## src/rtl/ibex_pkg.sv

```systemverilog
// rtl/ibex_pkg.sv - slot state and retirement record types for ibex_rvfi_gen
package ibex_pkg;

    typedef enum logic [1:0] {
        RVFI_EMPTY     = 2'd0,
        RVFI_WAIT_MEM  = 2'd1,
        RVFI_WAIT_NEXT = 2'd2
    } rvfi_gen_state_e;

    typedef struct packed {
        logic        trap;
        logic [31:0] insn;
        logic [31:0] pc_rdata;
        logic [4:0]  rs1_addr;
        logic [4:0]  rs2_addr;
        logic [4:0]  rd_addr;
        logic [31:0] rs1_rdata;
        logic [31:0] rs2_rdata;
        logic [31:0] rd_wdata;
        logic [31:0] mem_addr;
        logic [31:0] mem_rdata;
        logic [31:0] mem_wdata;
        logic [3:0]  mem_rmask;
        logic [3:0]  mem_wmask;
    } rvfi_rec_t;

    // RV32E only has x0..x15, so any address with bit 4 set is illegal there.
    function automatic logic reg_above_rv32e(input logic [4:0] addr);
        return addr[4];
    endfunction

endpackage

```

## src/rtl/ibex_rvfi_gen.sv

```systemverilog
// rtl/ibex_rvfi_gen.sv - one-slot RVFI retirement record generator (optional IBEX_RVFI_GEN_MCYCLE_EN adds rvfi_ext_mcycle)
module ibex_rvfi_gen
    import ibex_pkg::*;
#(
    parameter bit RV32E = 1'b0
) (
    input  logic        clk_i,
    input  logic        rst_i,
    input  logic        commit_valid_i,
    output logic        commit_ready_o,
    input  logic [31:0] commit_pc_i,
    input  logic [31:0] commit_insn_i,
    input  logic [4:0]  commit_rs1_addr_i,
    input  logic [4:0]  commit_rs2_addr_i,
    input  logic [4:0]  commit_rd_addr_i,
    input  logic [31:0] commit_rs1_rdata_i,
    input  logic [31:0] commit_rs2_rdata_i,
    input  logic [31:0] commit_rd_wdata_i,
    input  logic [31:0] commit_mem_addr_i,
    input  logic [31:0] commit_mem_wdata_i,
    input  logic [3:0]  commit_mem_rmask_i,
    input  logic [3:0]  commit_mem_wmask_i,
    input  logic        lsu_resp_valid_i,
    input  logic        lsu_resp_err_i,
    input  logic [31:0] lsu_rdata_i,
    input  logic [31:0] lsu_rd_wdata_i,
    input  logic        flush_i,
    input  logic [31:0] flush_pc_i,
    output logic        rvfi_valid,
    output logic        rvfi_trap,
    output logic [63:0] rvfi_order,
    output logic [31:0] rvfi_insn,
    output logic [31:0] rvfi_pc_rdata,
    output logic [31:0] rvfi_pc_wdata,
    output logic [4:0]  rvfi_rs1_addr,
    output logic [4:0]  rvfi_rs2_addr,
    output logic [4:0]  rvfi_rd_addr,
    output logic [31:0] rvfi_rs1_rdata,
    output logic [31:0] rvfi_rs2_rdata,
    output logic [31:0] rvfi_rd_wdata,
    output logic [31:0] rvfi_mem_addr,
    output logic [31:0] rvfi_mem_rdata,
    output logic [31:0] rvfi_mem_wdata,
    output logic [3:0]  rvfi_mem_rmask,
    output logic [3:0]  rvfi_mem_wmask
`ifdef IBEX_RVFI_GEN_MCYCLE_EN
    ,
    output logic [63:0] rvfi_ext_mcycle
`endif
);

    rvfi_gen_state_e state_q, state_d;
    rvfi_rec_t       slot_q, new_rec;
    logic [63:0]     order_q;
    logic            accept, emit, is_load, load_pending;

    assign accept       = commit_valid_i & commit_ready_o;
    assign emit         = (state_q == RVFI_WAIT_NEXT) & (accept | flush_i);
    assign is_load      = |commit_mem_rmask_i;
    assign load_pending = is_load & ~lsu_resp_valid_i;

    always_ff @(posedge clk_i) begin
        if (rst_i) begin
            state_q <= RVFI_EMPTY;
        end else begin
            state_q <= state_d;
        end
    end

    always_comb begin
        state_d = state_q;
        if (accept) begin
            state_d = load_pending ? RVFI_WAIT_MEM : RVFI_WAIT_NEXT;
        end else begin
            case (state_q)
                RVFI_WAIT_MEM:  if (lsu_resp_valid_i) state_d = RVFI_WAIT_NEXT;
                RVFI_WAIT_NEXT: if (flush_i)          state_d = RVFI_EMPTY;
                default:        state_d = state_q;
            endcase
        end
    end

    always_comb begin
        commit_ready_o = (state_q != RVFI_WAIT_MEM);
    end

    // A load whose response arrives with the commit is completed on the spot.
    always_comb begin
        new_rec           = '0;
        new_rec.insn      = commit_insn_i;
        new_rec.pc_rdata  = commit_pc_i;
        new_rec.rs1_addr  = commit_rs1_addr_i;
        new_rec.rs2_addr  = commit_rs2_addr_i;
        new_rec.rd_addr   = commit_rd_addr_i;
        new_rec.rs1_rdata = commit_rs1_rdata_i;
        new_rec.rs2_rdata = commit_rs2_rdata_i;
        new_rec.rd_wdata  = commit_rd_wdata_i;
        new_rec.mem_addr  = commit_mem_addr_i;
        new_rec.mem_wdata = commit_mem_wdata_i;
        new_rec.mem_rmask = commit_mem_rmask_i;
        new_rec.mem_wmask = commit_mem_wmask_i;
        if (is_load && lsu_resp_valid_i) begin
            new_rec.mem_rdata = lsu_rdata_i;
            new_rec.rd_wdata  = lsu_rd_wdata_i;
            if (lsu_resp_err_i) begin
                new_rec.trap    = 1'b1;
                new_rec.rd_addr = 5'd0;
            end
        end
    end

    always_ff @(posedge clk_i) begin
        if (rst_i) begin
            slot_q <= '0;
        end else if (accept) begin
            slot_q <= new_rec;
        end else if (state_q == RVFI_WAIT_MEM && lsu_resp_valid_i) begin
            slot_q.mem_rdata <= lsu_rdata_i;
            slot_q.rd_wdata  <= lsu_resp_err_i ? slot_q.rd_wdata : lsu_rd_wdata_i;
            if (lsu_resp_err_i) begin
                slot_q.trap    <= 1'b1;
                slot_q.rd_addr <= 5'd0;
                slot_q.rd_wdata <= lsu_rd_wdata_i;
            end
        end
    end

`ifdef IBEX_RVFI_GEN_MCYCLE_EN
    logic [63:0] mcycle_q;

    always_ff @(posedge clk_i) begin
        if (rst_i) begin
            mcycle_q        <= '0;
            rvfi_ext_mcycle <= '0;
        end else begin
            mcycle_q <= mcycle_q + 64'd1;
            if (emit) rvfi_ext_mcycle <= mcycle_q;
        end
    end
`endif

    always_ff @(posedge clk_i) begin
        if (rst_i) begin
            order_q        <= '0;
            rvfi_valid     <= 1'b0;
            rvfi_trap      <= 1'b0;
            rvfi_order     <= '0;
            rvfi_insn      <= '0;
            rvfi_pc_rdata  <= '0;
            rvfi_pc_wdata  <= '0;
            rvfi_rs1_addr  <= '0;
            rvfi_rs2_addr  <= '0;
            rvfi_rd_addr   <= '0;
            rvfi_rs1_rdata <= '0;
            rvfi_rs2_rdata <= '0;
            rvfi_rd_wdata  <= '0;
            rvfi_mem_addr  <= '0;
            rvfi_mem_rdata <= '0;
            rvfi_mem_wdata <= '0;
            rvfi_mem_rmask <= '0;
            rvfi_mem_wmask <= '0;
        end else begin
            rvfi_valid <= emit;
            if (emit) begin
                order_q        <= order_q + 64'd1;
                rvfi_order     <= order_q;
                rvfi_trap      <= slot_q.trap;
                rvfi_insn      <= slot_q.insn;
                rvfi_pc_rdata  <= slot_q.pc_rdata;
                rvfi_pc_wdata  <= flush_i ? flush_pc_i : commit_pc_i;
                rvfi_rs1_addr  <= slot_q.rs1_addr;
                rvfi_rs2_addr  <= slot_q.rs2_addr;
                rvfi_rd_addr   <= slot_q.rd_addr;
                rvfi_rs1_rdata <= slot_q.rs1_rdata;
                rvfi_rs2_rdata <= slot_q.rs2_rdata;
                rvfi_rd_wdata  <= slot_q.rd_wdata;
                rvfi_mem_addr  <= slot_q.mem_addr;
                rvfi_mem_rdata <= slot_q.mem_rdata;
                rvfi_mem_wdata <= slot_q.mem_wdata;
                rvfi_mem_rmask <= slot_q.mem_rmask;
                rvfi_mem_wmask <= slot_q.mem_wmask;
            end
        end
    end

    a_no_flush_in_wait_mem: assert property (@(posedge clk_i) disable iff (rst_i)
        !(state_q == RVFI_WAIT_MEM && flush_i));

    a_rv32e_regs: assert property (@(posedge clk_i) disable iff (rst_i)
        !(RV32E && accept && (reg_above_rv32e(commit_rs1_addr_i) ||
                              reg_above_rv32e(commit_rs2_addr_i) ||
                              reg_above_rv32e(commit_rd_addr_i))));

endmodule

```

## config.mk

```make
export PLATFORM = sky130hd
export DESIGN_NAME = ibex_rvfi_gen
export DESIGN_NICKNAME = d
export VERILOG_FILES = /design/src/rtl/ibex_pkg.sv /design/src/rtl/ibex_rvfi_gen.sv
export SDC_FILE = /design/constraint.sdc
export NUM_CORES = 1
export LEC_CHECK = 0
export ABC_AREA = 1
export CAP_MARGIN = 20
export CORE_AREA = 2 2 284 286
export DETAILED_ROUTE_END_ITERATION = 8
export DIE_AREA = 0 0 286 288
export SETUP_SLACK_MARGIN = 0.02
export SLEW_MARGIN = 20
export SYNTH_ARGS = -nofsm -noshare
export SYNTH_HDL_FRONTEND = slang
export SYNTH_SLANG_ARGS = --single-unit
export TNS_END_PERCENT = 5
```

## constraint.sdc

```tcl
create_clock -name clk_i -period 3.1 [get_ports clk_i]
set_input_delay 0.31 -clock clk_i [delete_from_list [all_inputs] [get_ports clk_i]]
set_output_delay 0.31 -clock clk_i [all_outputs]
set_load 0.005 [all_outputs]
```

==> impl_metrics.yaml <==
run_status:
  status: "finished clean"
cts:
  cts_buffer_depth: 3
  clock_latency_ns: 0.64
  cts.repair.resized: 0
  cts_sinks: 723
  clk_pin_slew_ns: 0.06
  cts.htree.levels: 3
  cts_tree: "done"
  cts_root_buf: "clkbuf_16"
  cts_inserted_buffers: 80
  cts_hold_buffers: 0
  cts_setup_buffers: 0
sta:
  tightest_slew_ns: 0.911
  finClkSkew_ns: 0.0216
  slew-limit-headroom_pct: 39.2
  layout_min_cycle_time_ns: 2.30
  timing.hold.ws_ns: 0.0793
  finalHoldViolations: 0
  slew_viol_final: 0
  setup_tns_ns: 0
  min_period_over_period_pct: 74.1
  rsz0062_at_grt: "no"
  setup_viol: 0
  max_freq_mhz: 435
  worst_slack_ns: 0.802
placement:
  portBuffers: 726
  gp_congestion: 0.915
  place_ws_ns: 0.243
  dpl.hpwl_um: 67600
power_and_ir_drop:
  peakVddDrop_uv: 358
  cellLeakagePower_nw: 14.1
  power_density_nw_per_um2: 613
  pwr-share-seq_pct: 44.3
  power_frac_comb_pct: 14.6
  internal_power_w: 0.0170
  switchingPower_w: 0.00627
  p_sw_share_pct: 26.9
  pwr-share-clk_pct: 41.0
routing:
  antenna_left: 0
  wl_per_cell_um: 18.2
  vias: 25500
  drt-met1-wl_um: 39700
  dr_wl_met3_um: 7050
  drc: 0
  wl_met2_um: 47600
  first_pass_iters: 5
  drt-total-wl_um: 97200
  highest_layer: "met5"
  drtIter0Drc: 1426
  vias_per_cell: 4.79
flow_run:
  drv_cap: 0
layout:
  area_growth_pct: 40.2
  multi_input_area_sq_um: 11100
  final_util_pct: 47.8
  final_nets: 4561
  final_common_cell: "nand2_1"
  drive_gt1_share_pct: 5.57
  layout_common_cells: "nand2_1 (951), clkdlybuf4s50_1 (724), dfxtp_1 (723)"
  fillers: 8066
  final-seq-area_sq_um: 14500
global_routing:
  grt_usage_pct: 22.6
  gr-total-overflow: 0
  grt_start_max_net_pins: 143
  grt_pass1_wl_um: 145000
  grt_pass1_vias: 24100
  antenna_found_initial: 14
logic_synthesis:
  syn_area_sq_um: 27100
  avgSynthCellArea_sq_um: 7.56
  ys_ff_latch: 723
  yosysSeqAreaShare_pct: 53.3
  syn_nets: 3941
  async_flop_share_pct: 0
  synth_ff_type: "dfxtp_1"
  synth_edf_count: 0
  syn_inst: 3591
  yosysUniqueCellTypes: 37
  ys_warn_count: 0
setup_path:
  arrival_ns: 2.85
  crit_fanout: 46
  r2r_start: "state_q[1]$_SDFFE_PP0P_"
  critPathKind: "flip-flop to flip-flop"
  required_ns: 3.65
  worstSetupEndpointType: "flip-flop"
  start_kind: "flip-flop"
  startpoint: "state_q[1]$_SDFFE_PP0P_"
floorplanning:
  pin_count: 727
  coreArea_sq_um: 79600
  start_util_pct: 34.1
  die_y_um: 288
  dieArea_sq_um: 82400
  die_x_um: 286
  num_rows: 104
min_path:
  hp-start: "rst_i"
  hold_path_class: "primary input to flip-flop"
## cell type report
class / count / area share (%)
Clock inverter: 30 / 0.868
Sequential cell: 723 / 38.0
Tap cell: 1060 / 3.49
Clock buffer: 115 / 6.13
Timing Repair Buffer: 780 / 21.0
Antenna cell: 5 / 0.0329
Inverter: 125 / 1.29
Multi-Input combinational cell: 2501 / 29.2
## kinds of logic (layout without fill, tap and decap cells)
logic type               count (synthesis)  count (layout)  synth area share [%]
buffers and inverters                  367            1050                  5.87
adder cells (fa/ha/maj)                  1               1                0.0461
multiplexers                            32              32                  1.18
AO/OA/AOI/OAI                          869             869                  16.1
AND/OR/NAND/NOR                       1596            1596                  23.3
flip-flops                             723             723                  53.3
other                                    0               5                     0
XOR/XNOR                                 3               3                0.0968
## cell usage after synthesis (2+ instances only)
cell	number	area [sq um]
a31oi_1	3	18.8
o21ai_0	346	1730
o21a_1	2	15.0
nor2_8	3	60.1
dfxtp_1	723	14500
o21bai_1	2	15.0
nor2_2	15	93.8
nand2_1	951	3570
a21oi_1	508	2540
buf_2	114	571
inv_2	5	18.8
xor2_1	2	17.5
nand3_1	57	285
nand2_2	13	81.3
nand2_4	3	33.8
inv_1	119	447
nor2_4	5	56.3
nand3_2	4	40.0
nor2_1	510	1910
clkbuf_1	108	405
nor3_1	17	85.1
buf_4	9	67.6
mux2i_1	32	320
o21ai_1	3	15.0
nand4_1	17	106
buf_6	5	56.3
buf_1	5	18.8
## power groups by stage
stage | clock (W) | sequential [W] | combinational (W)
finish | 0.00957 | 0.0103 | 0.00341
global route | 0.0102 | 0.0104 | 0.00377
floorplan | 0 | 0.0105 | 0.00169
CTS | 0.00982 | 0.0103 | 0.00347
global placement | 0 | 0.0105 | 0.00343
detailed placement | 0 | 0.0105 | 0.00345
## registers in the layout (all words and copies together) (netlist names)
signal / cells
slot_q: 280
order_q: 64
rvfi_order: 64
rvfi_insn: 32
rvfi_mem_addr: 32
rvfi_mem_rdata: 32
rvfi_mem_wdata: 32
rvfi_pc_rdata: 32
rvfi_pc_wdata: 32
rvfi_rd_wdata: 32
rvfi_rs1_rdata: 32
rvfi_rs2_rdata: 32
rvfi_rd_addr: 5
rvfi_rs1_addr: 5
rvfi_rs2_addr: 5
rvfi_mem_rmask: 4
rvfi_mem_wmask: 4
state_q: 2
rvfi_trap: 1
rvfi_valid: 1
## routing by layer
| layer | global-route usage (%) | vias to the layer above |
|---|---|---|
| met4 | 7.66 | 18 |
| li1 | - | 12800 |
| met1 | 27.4 | 11800 |
| met2 | 38.6 | 733 |
| met3 | 6.13 | 157 |
| met5 | 0 | - |
## critical path: stages (launching register included)
cell and delay, ns:
dfxtp_1 0.41, inv_2 0.07, nand2_2 0.12, nand2_8 0.19, buf_12 0.28, nand3_1 0.23, a21boi_0 0.58, o21ai_0 0.19
a21oi_1 0.15
## stage by stage
stage / area (sq um) / power [W] / std cells
floorplan: 27100 / 0.0122 / 3591
global placement: 35400 / 0.0139 / 5189
detailed placement: 35400 / 0.0140 / 5189
CTS: 38000 / 0.0236 / 5334
global route: 38100 / 0.0244 / 5339
finish: 38100 / 0.0233 / 5339
## worst paths after layout
check | endpoint | slack (ns) | cells after the start
min reg2reg | rvfi_rd_wdata[14]$_SDFFE_PP0P_ | 0.44 | 2
max | state_q[1]$_SDFFE_PP0P_ | 0.80 | 8
min | rvfi_rd_wdata[10]$_SDFFE_PP0P_ | 0.08 | 2
max reg2reg | state_q[1]$_SDFFE_PP0P_ | 0.80 | 8
No activity file was read; power rests on OpenSTA's default activity.
